$ cat src/rtl/spi_master_multi_pkg.sv
// spi_pkg: shared types for the multi-slave SPI master.
//   state_t     - transfer FSM states
//   spi_mode_t  - per-transfer mode latched on accept
//   cs_width()  - chip-select index width, never below 1 bit
package spi_pkg;

    typedef enum logic [1:0] {
        S_IDLE  = 2'd0,
        S_SETUP = 2'd1,
        S_SHIFT = 2'd2,
        S_HOLD  = 2'd3
    } state_t;

    typedef struct packed {
        logic cpol;
        logic cpha;
        logic lsb_first;
    } spi_mode_t;

    function automatic int cs_width(input int n);
        return (n > 1) ? $clog2(n) : 1;
    endfunction

endpackage

$ cat src/rtl/spi_master_multi_clk_gen.sv
// spi_clk_gen: half-period tick generator for the SPI master.
//   clk, rst_n : system clock, synchronous active-low reset
//   enable     : counting allowed; low clears the counter and the edge count
//   clk_div    : half-period is clk_div+1 clk cycles
//   tick       : high on the last cycle of each half-period
//   edge_cnt   : number of half-periods completed since enable rose
module spi_clk_gen #(
    parameter int DIV_W  = 16,
    parameter int EDGE_W = 5
) (
    input  logic              clk,
    input  logic              rst_n,
    input  logic              enable,
    input  logic [DIV_W-1:0]  clk_div,
    output logic              tick,
    output logic [EDGE_W-1:0] edge_cnt
);

    logic [DIV_W-1:0] cnt;

    // Wrapping on equality keeps an all-ones divider from overflowing.
    assign tick = enable && (cnt == clk_div);

    always_ff @(posedge clk) begin
        if (!rst_n) begin
            cnt      <= '0;
            edge_cnt <= '0;
        end else if (!enable) begin
            cnt      <= '0;
            edge_cnt <= '0;
        end else if (tick) begin
            cnt      <= '0;
            edge_cnt <= edge_cnt + EDGE_W'(1);
        end else begin
            cnt      <= cnt + DIV_W'(1);
        end
    end

endmodule

$ cat src/rtl/spi_master_multi.sv
// spi_master_multi: runtime-configurable SPI master with multiple chip selects.
//   clk, rst_n          : system clock, synchronous active-low reset
//   start               : transfer request, accepted only while busy=0
//   tx_data, cs_sel     : word and slave index, latched on accept
//   cpol, cpha          : SPI mode, latched on accept
//   lsb_first, clk_div  : bit order and half-period (clk_div+1), latched on accept
//   busy, done          : transfer in progress / one-cycle completion pulse
//   rx_data             : last received word, updated with done
//   sclk, mosi, miso    : SPI bus (miso already synchronised)
//   cs_n                : active-low chip selects; out-of-range index selects none
module spi_master_multi
    import spi_pkg::*;
#(
    parameter int DATA_W = 8,
    parameter int NUM_CS = 4,
    parameter int DIV_W  = 16,
    parameter int CS_W   = cs_width(NUM_CS)
) (
    input  logic              clk,
    input  logic              rst_n,
    input  logic              start,
    input  logic [DATA_W-1:0] tx_data,
    input  logic [CS_W-1:0]   cs_sel,
    input  logic              cpol,
    input  logic              cpha,
    input  logic              lsb_first,
    input  logic [DIV_W-1:0]  clk_div,
    output logic              busy,
    output logic              done,
    output logic [DATA_W-1:0] rx_data,
    output logic              sclk,
    output logic              mosi,
    input  logic              miso,
    output logic [NUM_CS-1:0] cs_n
);

    localparam int                EDGE_W    = $clog2(2 * DATA_W + 2);
    localparam logic [EDGE_W-1:0] LAST_EDGE = EDGE_W'(2 * DATA_W);

    state_t              state;
    spi_mode_t           mode;
    logic [DIV_W-1:0]    div_q;
    logic [DATA_W-1:0]   tx_sr;
    logic [DATA_W-1:0]   rx_sr;
    logic [DATA_W-1:0]   tx_seq;
    logic [DATA_W-1:0]   rx_word;
    logic [NUM_CS-1:0]   cs_dec;
    logic                tick;
    logic [EDGE_W-1:0]   edge_cnt;
    logic [EDGE_W-1:0]   nxt_edge;

    assign busy     = (state != S_IDLE);
    assign nxt_edge = edge_cnt + EDGE_W'(1);

    spi_clk_gen #(
        .DIV_W  (DIV_W),
        .EDGE_W (EDGE_W)
    ) u_clk_gen (
        .clk      (clk),
        .rst_n    (rst_n),
        .enable   (busy),
        .clk_div  (div_q),
        .tick     (tick),
        .edge_cnt (edge_cnt)
    );

    // Both shift registers work MSB-first in "wire order"; lsb_first is
    // handled by reversing the word on the way in and on the way out.
    always_comb begin
        tx_seq  = '0;
        rx_word = '0;
        for (int i = 0; i < DATA_W; i++) begin
            tx_seq[i]  = lsb_first      ? tx_data[DATA_W-1-i] : tx_data[i];
            rx_word[i] = mode.lsb_first ? rx_sr[DATA_W-1-i]   : rx_sr[i];
        end
    end

    always_comb begin
        cs_dec = '1;
        for (int i = 0; i < NUM_CS; i++) begin
            cs_dec[i] = (cs_sel != CS_W'(i));
        end
    end

    always_ff @(posedge clk) begin
        if (!rst_n) begin
            state   <= S_IDLE;
            mode    <= '0;
            div_q   <= '0;
            tx_sr   <= '0;
            rx_sr   <= '0;
            rx_data <= '0;
            done    <= 1'b0;
            sclk    <= 1'b0;
            mosi    <= 1'b0;
            cs_n    <= '1;
        end else begin
            done <= 1'b0;
            unique case (state)
                S_IDLE: begin
                    if (start) begin
                        mode  <= '{cpol: cpol, cpha: cpha, lsb_first: lsb_first};
                        div_q <= clk_div;
                        sclk  <= cpol;
                        cs_n  <= cs_dec;
                        mosi  <= tx_seq[DATA_W-1];
                        rx_sr <= '0;
                        // cpha=1 re-drives the first bit on the first leading
                        // edge, so it keeps it in the register; cpha=0 has
                        // already consumed it.
                        tx_sr <= cpha ? tx_seq : {tx_seq[DATA_W-2:0], 1'b0};
                        state <= S_SETUP;
                    end
                end
                S_SETUP, S_SHIFT: begin
                    if (tick) begin
                        sclk <= ~sclk;
                        // Odd edge = leading. Sample where leading XOR cpha,
                        // otherwise advance (never after the final edge).
                        if (nxt_edge[0] ^ mode.cpha) begin
                            rx_sr <= {rx_sr[DATA_W-2:0], miso};
                        end else if (nxt_edge != LAST_EDGE) begin
                            mosi  <= tx_sr[DATA_W-1];
                            tx_sr <= {tx_sr[DATA_W-2:0], 1'b0};
                        end
                        state <= (nxt_edge == LAST_EDGE) ? S_HOLD : S_SHIFT;
                    end
                end
                S_HOLD: begin
                    if (tick) begin
                        cs_n    <= '1;
                        rx_data <= rx_word;
                        done    <= 1'b1;
                        state   <= S_IDLE;
                    end
                end
                default: state <= S_IDLE;
            endcase
        end
    end

endmodule
$ cat config.mk
export PLATFORM = sky130hd
export DESIGN_NAME = spi_master_multi
export DESIGN_NICKNAME = d
export VERILOG_FILES = /design/src/rtl/spi_master_multi_pkg.sv /design/src/rtl/spi_master_multi_clk_gen.sv /design/src/rtl/spi_master_multi.sv
export SDC_FILE = /design/constraint.sdc
export NUM_CORES = 1
export LEC_CHECK = 0
export ABC_AREA = 1
export CAP_MARGIN = 10
export CELL_PAD_IN_SITES_DETAIL_PLACEMENT = 1
export CELL_PAD_IN_SITES_GLOBAL_PLACEMENT = 1
export CORE_UTILIZATION = 35
export CTS_CLUSTER_DIAMETER = 200
export CTS_CLUSTER_SIZE = 28
export DETAILED_ROUTE_END_ITERATION = 7
export PLACE_DENSITY = 0.86
export SKIP_CTS_REPAIR_TIMING = 1
export SYNTH_ARGS = -nofsm -noshare
export SYNTH_HDL_FRONTEND = slang
export SYNTH_SLANG_ARGS = --single-unit
export TNS_END_PERCENT = 10
$ cat constraint.sdc
create_clock -name clk -period 1.77 [get_ports clk]
set_clock_uncertainty 0.1 [all_clocks]
set_input_delay 0.177 -clock clk [delete_from_list [all_inputs] [get_ports clk]]
set_output_delay 0.177 -clock clk [all_outputs]
set_load 0.05 [all_outputs]
# Word level (Yosys, flattened, before mapping)
# Index checks and enable logic that the tools add are counted.
word_totals:
  regBits: 72
  word_cells: 94
  output_inout_bits: 16
  in_bits: 33
classes:
  bitwise_logic: 4
  n_reduce_logical: 17
  muxes: 43
  add_sub_neg: 2
  eq_ne: 15
ops:
  columns: ["operator", "n"]
  rows:
  - ["8-bit two-way mux", 8]
  - ["8-bit case mux with 2 select lines", 2]
  - ["1-bit two-way mux", 24]
  - ["16-bit by 1-bit adder with 16-bit output (second input constant)", 1]
  - ["16-bit == test", 1]
  - ["2-bit inequality test (second input constant)", 8]
  - ["3-bit AND reduction", 3]
  - ["4-bit two-way mux", 2]
  - ["4-bit case mux with 2 select lines", 1]
  - ["2-bit AND reduction", 4]
  - ["2-bit nonzero test", 4]
  - ["2-bit two-way mux", 3]
  - ["2-bit case mux with 3 select lines", 1]
  - ["5-bit by 1-bit adder with 5-bit output (second input constant)", 1]
  - ["5-bit == test (second input constant)", 1]
  - ["5-bit inequality test (second input constant)", 1]
  - ["5-bit AND reduction", 1]
  - ["2-bit == test (second input constant)", 2]
  - ["1-bit case mux with 2 select lines", 2]
  - ["4-bit AND reduction", 1]
  - ["1-bit NOT", 3]
  - ["3-bit OR reduction", 1]
  - ["2-bit by 1-bit == test with 1-bit output (second input constant)", 1]
  - ["2-bit zero test", 1]
  - ["4 further kinds", 4]

# Logic depth before layout (Yosys ltp)
logic_depth:
  depth_word: 6
  mapped_depth: 13
  ltp_nobuf: 12

# Hierarchy
# From an unflattened synthesis, not the netlist that was laid out.
unflattened:
  cells_unflattened: 592
  area_unflattened_um2: 3782.4
by_module_without_submodules:
  columns: ["mod", "area_per_inst_um2", "cells_each", "n_inst", "seq_area_each_um2"]
  rows:
  - ["spi_master_multi", 2377.3, 356, 1, 1021.0]
  - ["spi_clk_gen", 1405.1, 236, 1, 420.4]

# Worst setup path before layout
# Ideal clock, no wire load.
synth_path:
  path_kind: "register to register"
  startpoint: "register state[0]"
  endpoint: "register sclk"
  n_path_buf: 2
  setup_slack_ns: -0.272
  path_stages_with_launch: 10
  setup_time_ns: 0.132
  arrival_time_ns: 1.809
  required_time_ns: 1.538
  period_less_slack_ns: 2.042
  path_cell_list: "dfxtp_1 > inv_1 > ha_1 > inv_1 > or2_2 > clkbuf_1 > clkbuf_1 > nand3_1 > nand2_1 > a21oi_1"
synth_between:
  elab_chain_len: 4
  word_cells_on_any_way: 11
  cone_classes: "eq/ne (4); mux (1); reduce/logical (6)"
synth_lines:
  columns: ["item", "line_no", "source"]
  rows:
  - ["start, declared", "spi_master_multi.sv:40", "state_t state;"]
  - ["start signal, assigned", "spi_master_multi.sv:126", "state <= (nxt_edge == LAST_EDGE) ? S_HOLD : S_SHIFT;"]
  - ["2-bit nonzero test", "spi_master_multi.sv:52", "assign busy = (state != S_IDLE);"]
  - ["net busy", "spi_master_multi.sv:28", "output logic busy,"]
  - ["1-bit logical AND", "spi_master_multi_clk_gen.sv:22", "assign tick = enable && (cnt == clk_div);"]
  - ["2-bit inequality test (no source line)", null, null]
  - ["3-bit AND reduction (no source line)", null, null]
  - ["end signal, assigned", "spi_master_multi.sv:104", "sclk <= cpol;"]
  - ["end signal, assigned", "spi_master_multi.sv:117", "sclk <= ~sclk;"]
  - ["end, declared", "spi_master_multi.sv:31", "output logic sclk,"]
# The timed path passes the listed nets, and every way through them passes these cells.
# A chain may end at the register's enable or synchronous reset.

# Worst setup path after layout
layout_path:
  startpoint: "register u_clk_gen.edge_cnt[0]"
  endpoint: "register tx_sr[1]"
layout_between:
  elab_chain_len: 4
  word_cells_on_any_way: 6
  cone_classes: "add/sub (1); eq/ne (3); bitwise (1); reduce/logical (1)"
layout_lines:
  columns: ["item", "line_no", "source"]
  rows:
  - ["start, declared", "spi_master_multi_clk_gen.sv:16", "output logic [EDGE_W-1:0] edge_cnt"]
  - ["start signal, assigned", "spi_master_multi_clk_gen.sv:33", "edge_cnt <= edge_cnt + EDGE_W'(1);"]
  - ["5-bit by 1-bit adder with 5-bit output *", "spi_master_multi.sv:53", "assign nxt_edge = edge_cnt + EDGE_W'(1);"]
  - ["5-bit inequality test / 1-bit XOR (equally long branches)", "spi_master_multi.sv:122, spi_master_multi.sv:120", null]
  - ["2-bit inequality test (no source line)", null, null]
  - ["5-bit AND reduction (no source line) *", null, null]
  - ["end signal, assigned", "spi_master_multi.sv:111", "tx_sr <= cpha ? tx_seq : {tx_seq[DATA_W-2:0], 1'b0};"]
  - ["end signal, assigned", "spi_master_multi.sv:124", "tx_sr <= {tx_sr[DATA_W-2:0], 1'b0};"]
  - ["end, declared", "spi_master_multi.sv:43", "logic [DATA_W-1:0] tx_sr;"]
# Every way passes the cells marked *; elsewhere a longest branch is shown, timed or not.

==> load_flow_metrics.sql <==
INSERT INTO impl_metrics (metric_group, metric, value, unit) VALUES
('cts', 'worst_skew_pair.late_latency', '0.35', 'ns'),
('hold_path', 'hold_path_class', 'input pin to flip-flop', ''),
('global_route', 'grt_pass1_vias', '3593', ''),
('setup_path', 'timing.critical_path.fanout_max', '5', ''),
('floorplan', 'core_area', '0.00942', 'mm2'),
('routing', 'routed_wirelength', '12.1', 'mm'),
('routing', 'detail-route-antenna-nets', '0', ''),
('global_route', 'antenna_found_initial', '0', ''),
('sta', 'min_period', '2.00', 'ns'),
('routing', 'detailroute.wirelength.met2', '6.49', 'mm'),
('synthesis', 'cell_count_after_synthesis', '485', ''),
('global_route', 'grt_start_max_net_pins', '38', ''),
('floorplan', 'rows', '35', ''),
('sta', 'rsz0062_at_grt', 'yes', ''),
('synthesis', 'synth_seq_area_share', '41.7', '%'),
('floorplan', 'fp.dieH', '101', 'um'),
('finish', 'area.growth.synth_to_final', '42.2', '%'),
('setup_path', 'worst_r2r_path_depth', '11', ''),
('status', 'violations', 'negative setup slack', ''),
('routing', 'route.detailed.vias_per_inst', '5.07', ''),
('sta', 'setup-violations-final', '51', ''),
('cts', 'cts.reportedPaths.clkPinSlew', '0.07', 'ns'),
('pwr', 'switching_share', '41.3', '%'),
('synthesis', 'synth_top_cell_area_share', '41.7', '%'),
('synthesis', 'ys_seq_elements', '72', ''),
('cts', 'clock-sinks', '72', ''),
('setup_path', 'worstSetupStartpoint', 'u_clk_gen.edge_cnt[0]$_SDFFE_PN0P_', ''),
('cts', 'tritoncts', 'yes', ''),
('sta', 'achievable-frequency', '501', 'MHz'),
('floorplan', 'initial_core_util', '36.7', '%'),
('synthesis', 'synthDistinctLibCells', '34', ''),
('global_route', 'globalRouteOverflowTotal', '0', ''),
('pwr', 'totalPowerFinal', '6520', 'uW'),
('finish', 'antenna-diode-count', '0', ''),
('pwr', 'seq_pwr_share', '31.9', '%'),
('setup_path', 'critPathRequiredTime', '1.91', 'ns'),
('sta', 'layout_setup_ws', '-0.225', 'ns'),
('setup_path', 'crit_path_start_kind', 'flip-flop', ''),
('routing', 'drc_errors', '0', ''),
('sta', 'drv_slew', '0', ''),
('finish', 'final_cell_mix', 'nand2_1, nor2_1, dfxtp_1, buf_4, inv_1', ''),
('finish', 'final_cell_area', '0.00491', 'mm2'),
('pwr', 'p_int', '3820', 'uW'),
('synthesis', 'yosys_warnings', '0', ''),
('finish', 'drive_gt1_share', '22.9', '%'),
('global_route', 'grt_first_pass_wirelength', '16.4', 'mm'),
('setup_path', 'endpoint', 'tx_sr[1]$_SDFFE_PN0P_', ''),
('cts', 'htree_num_levels', '3', ''),
('pwr', 'pwr_density_cell', '1330', 'mW/mm2'),
('pwr', 'p_switching', '2690', 'uW'),
('pwr', 'power.share.clock', '20.8', '%'),
('finish', 'multi_input_area', '0.00190', 'mm2'),
('sta', 'finalCritPeriodShare', '113', '%'),
('placed_design', 'io_buffer_count', '48', ''),
('pwr', 'max-vdd-ir-drop', '1.02', 'mV'),
('floorplan', 'die-width', '101', 'um'),
('setup_path', 'crit-reg2reg-capture', 'tx_sr[1]$_SDFFE_PN0P_', ''),
('routing', 'maxUsedRoutingLayer', 'met4', ''),
('synthesis', 'syn_area', '0.00345', 'mm2'),
('setup_path', 'reg_to_reg_setup_timing_slack', '-0.23', 'ns'),
('floorplan', 'ioPinCount', '49', ''),
('synthesis', 'synth_area_leader_cell', 'dfxtp_1', ''),
('setup_path', 'crit_type', 'flip-flop to flip-flop', ''),
('routing', 'drt_first_pass_iters', '4', ''),
('status', 'outcome', 'complete, but fails checks', ''),
('finish', 'nFillCells', '1163', ''),
('routing', 'detail_route.wl_per_cell', '17.0', 'um'),
('cts', 'cts_root_buffer', 'clkbuf_8', ''),
('setup_path', 'end_kind', 'flip-flop', ''),
('placed_design', 'hpwlAfterDp', '7.27', 'mm'),
('synthesis', 'synth_top_cells_by_area', 'dfxtp_1, nand2_1, nor2_1', '');
## power groups by stage
stage               Sequential [uW]  Clock, uW  Combinational (uW)
finish                         2080       1360                3080
global route                   2100       1460                3330
CTS                            2060       1380                2550
detailed placement             2090          0                2520
global placement               2080          0                2390
floorplan                      2180          0                1590
## critical path, cell delays in order, from the launching register on
cell     delay, ns
dfxtp_1       0.35
ha_2          0.23
nand3_1       0.10
xor2_1        0.24
nand2_1       0.14
nor2_1        0.20
nor2_2        0.09
buf_4         0.17
nand4_4       0.11
nand2_1       0.06
nand2_1       0.05
nor2_1        0.04
## worst min path at each step
stage | from | slack (ns) | to | cells after the start
floorplan | cpha | 0.23 | mode[1]$_SDFFE_PN0P_ | 2
global placement | div_q[6]$_SDFFE_PN0P_ | 0.36 | div_q[6]$_SDFFE_PN0P_ | 2
detailed placement | div_q[14]$_SDFFE_PN0P_ | 0.37 | div_q[14]$_SDFFE_PN0P_ | 2
CTS | miso | 0.31 | rx_sr[0]$_SDFFE_PN0P_ | 3
global route | miso | 0.33 | rx_sr[0]$_SDFFE_PN0P_ | 3
finish | miso | 0.33 | rx_sr[0]$_SDFFE_PN0P_ | 3
## cell families (layout without fill, tap and decap cells)
family	count (synthesis)	count (layout)	synth area share, %
buffers and inverters	73	168	8.70
adder cells (fa/ha/maj)	4	4	1.45
XOR/XNOR	16	16	4.06
multiplexers	8	8	2.32
AO/OA/AOI/OAI	96	96	14.7
AND/OR/NAND/NOR	216	218	27.1
flip-flops	72	72	41.7
## Yosys cell counts (2+ instances only)
master and n:
a21oi_1 42, a22oi_1 2, buf_1 2, buf_2 3, buf_6 3, clkbuf_1 11, dfxtp_1 72, ha_1 4
inv_1 47, inv_2 6, mux2i_1 8, nand2_1 94, nand2_2 3, nand3_1 12, nand4_1 11, nor2_1 79
nor2_2 4, nor3_1 3, o21ai_0 43, o21ai_1 2, o221ai_1 5, or2_1 2, or2_2 2, xnor2_1 5
xor2_1 11
## flip-flops by register name (all words and copies together) (netlist names), 4 cells and up
name,cells
rx_data,8
tx_sr,8
u_clk_gen.cnt,16
u_clk_gen.edge_cnt,5
cs_n,4
div_q,16
rx_sr,8
## cell type report
class                   count  share of cell area (%)
multi-input cells         342                    38.6
flip-flops and latches     72                    29.7
repair buffers             99                    19.8
inverters                  54                    4.33
clock buffers              12                    3.36
well taps                 129                    3.29
clock inverters             3                   0.815
## through the flow
step,hold slack [ns],std cells,worst slack (ns),utilization [%]
2_1_floorplan,0.226,485,-0.0341,-
3_3_place_gp,0.363,681,-0.0406,46.0
3_5_place_dp,0.366,681,-0.160,46.0
4_1_cts,0.314,696,-0.263,48.1
5_1_grt,0.332,711,-0.327,52.1
6_report,0.325,711,-0.225,52.1
## per-layer routing
layer	track usage, %	vias to the layer above
met5	0	-
met4	7.02	0
met3	4.07	31
met2	40.7	68
met1	21.5	1751
li1	-	1752
(Power assumes the default switching activity.)
